===== config.mk =====
export PLATFORM = sky130hd
export DESIGN_NAME = dice_roller
export DESIGN_NICKNAME = d
export VERILOG_FILES = /design/src/rtl/dice_roller_pkg.sv /design/src/rtl/btn_debounce.sv /design/src/rtl/dice_roller.sv
export SDC_FILE = /design/constraint.sdc
export NUM_CORES = 1
export LEC_CHECK = 0
export CAP_MARGIN = 0
export CORE_MARGIN = 1
export CORE_UTILIZATION = 59
export CTS_BUF_LIST = sky130_fd_sc_hd__clkbuf_8
export DETAILED_ROUTE_END_ITERATION = 10
export HOLD_SLACK_MARGIN = 0.02
export PLACE_DENSITY = 0.89
export SLEW_MARGIN = 10
export SYNTH_ARGS = -nofsm -noshare
export SYNTH_HDL_FRONTEND = slang
export SYNTH_SLANG_ARGS = --single-unit
export TNS_END_PERCENT = 1

===== constraint.sdc =====
create_clock -name clk -period 2.6 [get_ports clk]
set_clock_uncertainty 0.2 [all_clocks]
set_input_delay 0.26 -clock clk [delete_from_list [all_inputs] [get_ports clk]]
set_output_delay 0.26 -clock clk [all_outputs]
set_load 0.1 [all_outputs]

===== src/rtl/dice_roller_pkg.sv =====
// dice_roller_pkg: shared state type and face constants for the dice roller.
package dice_roller_pkg;
  typedef enum logic [1:0] {IDLE, ROLL, SETTLE, SHOW} state_t;
  localparam logic [2:0] FACE_BLANK = 3'd0;
  localparam logic [2:0] FACE_MIN = 3'd1;
  localparam logic [2:0] FACE_MAX = 3'd6;
  function automatic logic is_face(input logic [2:0] v);
    return v >= FACE_MIN && v <= FACE_MAX;
  endfunction
endpackage


===== src/rtl/btn_debounce.sv =====
// btn_debounce: 2-flop synchroniser, counting debouncer and rising-edge press pulse.
module btn_debounce #(
  parameter logic [15:0] DB_LIMIT = 16'd50_000
) (
  input  logic clk,
  input  logic rst_n,
  input  logic btn,
  output logic level,
  output logic press
);
  logic s0, s1, prev;
  logic [15:0] cnt;
  always_ff @(posedge clk or negedge rst_n)
    if (!rst_n) begin
      s0 <= 1'b0;
      s1 <= 1'b0;
      prev <= 1'b0;
      level <= 1'b0;
      cnt <= 16'd0;
    end else begin
      s0 <= btn;
      s1 <= s0;
      prev <= level;
      // the count only survives while every cycle disagrees with the accepted level
      if (s1 == level) cnt <= 16'd0;
      else if (cnt == DB_LIMIT - 16'd1) begin
        level <= s1;
        cnt <= 16'd0;
      end else cnt <= cnt + 16'd1;
    end
  assign press = level & ~prev;
endmodule


===== src/rtl/dice_roller.sv =====
// dice_roller: debounced roll button drives an animated roll that settles on a random face 1..6.
module dice_roller import dice_roller_pkg::*; #(
  parameter logic [15:0] DB_LIMIT = 16'd50_000,
  parameter logic [23:0] TICK_DIV = 24'd2_500_000,
  parameter logic [7:0] ROLL_TICKS = 8'd20
) (
  input  logic       clk,
  input  logic       rst_n,
  input  logic       ena,
  input  logic [7:0] rand_byte,
  input  logic       rand_valid,
  input  logic       btn,
  output logic [2:0] face,
  output logic       face_valid,
  output logic       rolling,
  output logic       done
);
  state_t state, state_next;
  logic [23:0] tick_cnt;
  logic [7:0] roll_cnt;
  logic [2:0] sample;
  logic has_sample, press, btn_level, tick, last, acc, start, unused;
  btn_debounce #(.DB_LIMIT(DB_LIMIT)) u_db (
    .clk(clk),
    .rst_n(rst_n),
    .btn(btn),
    .level(btn_level),
    .press(press)
  );
  assign unused = ^{rand_byte[7:3], btn_level};
  assign acc = rand_valid && is_face(rand_byte[2:0]);
  assign tick = tick_cnt == TICK_DIV - 24'd1;
  assign last = roll_cnt == ROLL_TICKS - 8'd1;
  assign start = (state == IDLE || state == SHOW) && press;
  always_ff @(posedge clk or negedge rst_n)
    if (!rst_n) state <= IDLE;
    else state <= state_next;
  always_comb begin
    state_next = state;
    case (state)
      IDLE, SHOW: state_next = press ? ROLL : state;
      ROLL: state_next = (tick && last) ? SETTLE : ROLL;
      SETTLE: state_next = acc ? SHOW : SETTLE;
      default: state_next = IDLE;
    endcase
    if (!ena) state_next = IDLE;
  end
  always_comb rolling = ena && (state == ROLL || state == SETTLE);
  // the sample register keeps tracking the random source even while disabled
  always_ff @(posedge clk or negedge rst_n)
    if (!rst_n) begin
      sample <= FACE_BLANK;
      has_sample <= 1'b0;
    end else if (acc) begin
      sample <= rand_byte[2:0];
      has_sample <= 1'b1;
    end
  always_ff @(posedge clk or negedge rst_n)
    if (!rst_n) begin
      face <= FACE_BLANK;
      face_valid <= 1'b0;
      done <= 1'b0;
      tick_cnt <= 24'd0;
      roll_cnt <= 8'd0;
    end else if (!ena) begin
      face_valid <= 1'b0;
      done <= 1'b0;
      tick_cnt <= 24'd0;
      roll_cnt <= 8'd0;
    end else begin
      done <= 1'b0;
      if (start) begin
        tick_cnt <= 24'd0;
        roll_cnt <= 8'd0;
        face_valid <= 1'b0;
      end else if (state == ROLL) begin
        tick_cnt <= tick ? 24'd0 : tick_cnt + 24'd1;
        if (tick) begin
          roll_cnt <= roll_cnt + 8'd1;
          if (has_sample) face <= sample;
        end
      end else if (state == SETTLE && acc) begin
        face <= rand_byte[2:0];
        face_valid <= 1'b1;
        done <= 1'b1;
      end
    end
endmodule


==> impl.org <==
** Run status
- The flow ran to the end, and the final reports show no timing, DRC or antenna violations.

** Die
- In this run the count of I/O pins placed on the die edge is 19.
- Row generation in the floorplan step produced 27 rows.
- The die is 77.6 µm wide.
- Initial standard-cell utilization of the core :: 61.2%
- Core outline area :: 5510 µm²
- Die outline height :: 77.6 µm
- The die covers 6010 µm².

** Setup path
- Setup slack of the worst register-to-register path :: 0.05 ns
- Worst R2R Start :: tick_cnt[14]$_DFFE_PN0P_
- Worst setup path class :: reg2reg
- Depth of the worst register-to-register path :: 7
- Launching element type of the critical path :: register
- Endpoint required time on the critical path :: 2.62 ns
- STA puts the critical path data arrival time at 2.58 ns.
- Worst-path fanout max :: 7
- The worst setup path is captured at a register.
- Reg-to-Reg End :: face[2]$_DFFE_PN0P_

** Timing
- Actual transition at the worst max-transition pin :: 0.606 ns
- On the final layout, the worst hold slack is 0.155 ns.
- The final critical path takes up 98.3% of the cycle.
- Clock period minus final worst setup slack :: 2.55 ns
- Count of endpoints failing hold in the final timing report :: 0
- The worst pin sits at a relative slew slack of 59.6%.
- Unrepaired setup endpoints after global routing :: yes
- Setup violations remaining at the end of the flow were counted as 0.
- Setup slack on the critical path of the routed design comes to 0.0451 ns.
- The total count of max-transition violations in the final report was 0.
- Timing would allow up to 391 MHz.

** CTS
- Clock-pin slew on the worst setup and hold paths :: 0.07 ns
- CTS Sinks :: 63
- The tree is rooted in a sky130_fd_sc_hd__clkbuf_8.
- No sink is reached through more buffers than the 2 on the longest clock path.
- Number of buffers inserted during clock tree synthesis :: 9
- In this run the number of H-tree levels came out at 3.
- Clock latency at the later pin of the worst-skew pair :: 0.35 ns
- TritonCTS built the clock tree.

** Layout
- Cells with a size suffix above 1 make up 14.7% of the layout.
- The library cells used most frequently in the layout, excluding fill and tap cells, are sky130_fd_sc_hd__dfrtp_1, sky130_fd_sc_hd__nor2_1, sky130_fd_sc_hd__nand2_1.
- Counting the fill cells in the layout gives 363.
- Area occupied by registers :: 1580 µm²
- Total inserted antenna cells :: 0
- Count of nets after finishing :: 402
- Area taken by multi-input logic gates :: 1720 µm²
- Area Overhead vs Synth :: 15.9%
- Most common library cell in the layout ignoring fill and taps :: sky130_fd_sc_hd__dfrtp_1
- The finished layout holds 461 standard cells, fillers aside.
- Final non-filler cell area :: 3900 µm²

** Power and ir drop
- In this run the power density over the cells is 488 nW/µm².
- The share of total power dissipated in combinational logic is 4.5%.
- Net Sw Frac :: 23.7%
- Overall power of the completed layout :: 0.00191 W
- Net load switching power :: 0.000452 W
- The internal portion of the total power is 0.00145 W.
- Flop pwr share :: 52.6%
- Summed over all cells, the static leakage comes to 1.64 nW.
- VDD sags by at most 0.386 mV.
- Per report_power, the clock group accounts for 43.0% of the total.

** Synthesis
- Top area cells in the synthesized netlist :: sky130_fd_sc_hd__dfrtp_1, sky130_fd_sc_hd__xor2_1, sky130_fd_sc_hd__nor2_1, sky130_fd_sc_hd__nand3_1, sky130_fd_sc_hd__nand2_1
- In this run, synthesis inferred 0 flip-flops with an integrated enable.
- YS warnings :: 0
- Count of mapped cells out of synthesis :: 352
- Portion of synthesized cell area occupied by the leading cell type :: 46.8%
- In the synthesized netlist the async set-or-reset flop fraction comes to 100%.
- Post-synthesis average cell area :: 9.57 µm²
- In this run, synthesis produced a sequential element count of 63.
- Post-synthesis cell area :: 3370 µm²
- The biggest area contributor in the post-synthesis netlist is sky130_fd_sc_hd__dfrtp_1.
- Share of the yosys chip area belonging to registers :: 46.8%
- Top_reg_cell synth :: sky130_fd_sc_hd__dfrtp_1
- Unique masters post-synth :: 51
- The number of nets handed over by synthesis was 370.

** Detailed routing
- Total wirelength of the detailed-routed design :: 7.97 mm
- In the final routed layout, each cell accounts on average for 17.3 µm.
- After detailed routing, the number of remaining DRC violations is 0.
- After the first detailed-routing iteration, the DRC count stood at 277.
- Across all layers, the routed design uses 2970 vias.
- Dividing the detail-routed via count by the number of cells gives 6.44.
- DRT antenna net count :: 0
- Before antenna repair, the detailed router went through 7 iterations.

** Placed design
- The congestion estimate from routability-driven global placement came to 0.895.
- I/O Buffers :: 13
- At the placement stage, the worst setup path has a slack of -0.00196 ns.
- Once placement completed, the tool counted placed cells totaling 442.
- Post-detail-place hpwl :: 5.24 mm
- Summing all placed instances gives a cell area of 3660 µm².

** Job
- Max-cap violations in this run came to 0.

** GRT
- Gr ovfl total :: 0
- The first global-routing pass estimated 13.3 mm of wire.
- Maximum number of pins on one net before global-route repair :: 64
- In the global route stage, overall resource usage came out at 28.3%.
- The number of antenna violations at the first check in global routing is 0.
- The via count of the first global-routing pass was 2967.

** Min path
- Along the worst hold path, the cell count comes to 0.
- The startpoint identified for the worst hold timing path is u_db.s0$_DFF_PN0_.
- The worst hold path belongs to the class reg2reg.
- The worst hold path terminates at u_db.s1$_DFF_PN0_.
## worst max-delay path by stage
stage                                  start                  endpoint  slack [ns]  depth (start not counted)
finish              tick_cnt[14]$_DFFE_PN0P_       face[2]$_DFFE_PN0P_        0.05                          7
global route        tick_cnt[14]$_DFFE_PN0P_   roll_cnt[3]$_DFFE_PN0P_       -0.04                          6
CTS                 tick_cnt[20]$_DFFE_PN0P_   roll_cnt[6]$_DFFE_PN0P_       0.002                          5
detailed placement  tick_cnt[14]$_DFFE_PN0P_   roll_cnt[6]$_DFFE_PN0P_      -0.002                          5
global placement    tick_cnt[20]$_DFFE_PN0P_  tick_cnt[16]$_DFFE_PN0P_         0.1                          5
floorplan               state[0]$_DFFE_PN0P_                   rolling        0.08                          3
## routing by layer
layer / up-vias / wire (µm) / global-route usage (%)
li1: 1362 / - / -
met1: 1456 / 3320 / 33.9
met2: 131 / 3930 / 46.3
met3: 21 / 504 / 8.59
met4: 0 / 212 / 14.0
met5: - / 0 / 0
## through the flow
step | util, % | TNS (ns)
3_3_place_gp | 66.5 | 0
2_1_floorplan | - | 0
5_1_grt | 70.9 | -0.0568
4_1_cts | 70.3 | 0
3_5_place_dp | 66.5 | -0.00196
6_report | 70.9 | 0
## critical path, cell delays in order, from the launching register on
cell and delay (ns):
sky130_fd_sc_hd__dfrtp_2 0.46, sky130_fd_sc_hd__or4_4 0.54, sky130_fd_sc_hd__nor4_4 0.34, sky130_fd_sc_hd__buf_4 0.20
sky130_fd_sc_hd__nand3_2 0.14, sky130_fd_sc_hd__buf_4 0.23, sky130_fd_sc_hd__nor3_1 0.25, sky130_fd_sc_hd__a211oi_2 0.06
## registers in the layout, summed over array words and instances (netlist names)
signal      count
tick_cnt       24
u_db.cnt       16
roll_cnt        8
face            3
sample          3
state           2
done            1
face_valid      1
has_sample      1
u_db.level      1
u_db.prev       1
u_db.s0         1
u_db.s1         1
## repair_timing
item | CTS | global route
endpoints found under the hold margin | 63 | 0
hold buffers | 1 | 0
endpoints found under the setup margin | 2 | 11
pin swaps | 2 | 2
gates resized for setup | 1 | 5
setup buffers | 1 | 1
## cell usage after synthesis (all sizes together), types with 10 or more instances
master,number
dfrtp,63
nor2,40
nand2,24
nand3,20
o21ai,20
xor2,19
nor3,13
nand4,12
a21oi,11
and3,10
inv,10
nor4,10
## power groups by stage
stage	registers, W	clock network (W)	logic (W)
6_report	0.00100	0.000819	0.0000851
5_1_grt	0.00100	0.000878	0.0000944
4_1_cts	0.00100	0.000831	0.0000852
3_5_place_dp	0.00102	0	0.0000841
3_3_place_gp	0.00102	0	0.0000805
2_1_floorplan	0.00102	0	0.0000369
## kinds of logic (layout without fill, tap and decap cells)
group / Yosys count / after routing / share of synthesized area (%)
simple gates: 168 / 168 / 27.8
flops: 63 / 63 / 46.8
buf+inv: 22 / 59 / 2.93
xor+xnor: 27 / 27 / 7.02
compound gates: 65 / 65 / 12.9
fa+ha+maj: 5 / 5 / 1.86
mux: 2 / 2 / 0.631
## final cells by class
class                      instances  area share (%)
timing repair buffer              33            7.37
tap                               72            2.31
clock buffer                       9            3.17
inverter                          10           0.962
multi-input combinational        267            44.1
clock inverter                     7            1.67
sequential                        63            40.4
Note: power is estimated with default switching activity, not from simulation.
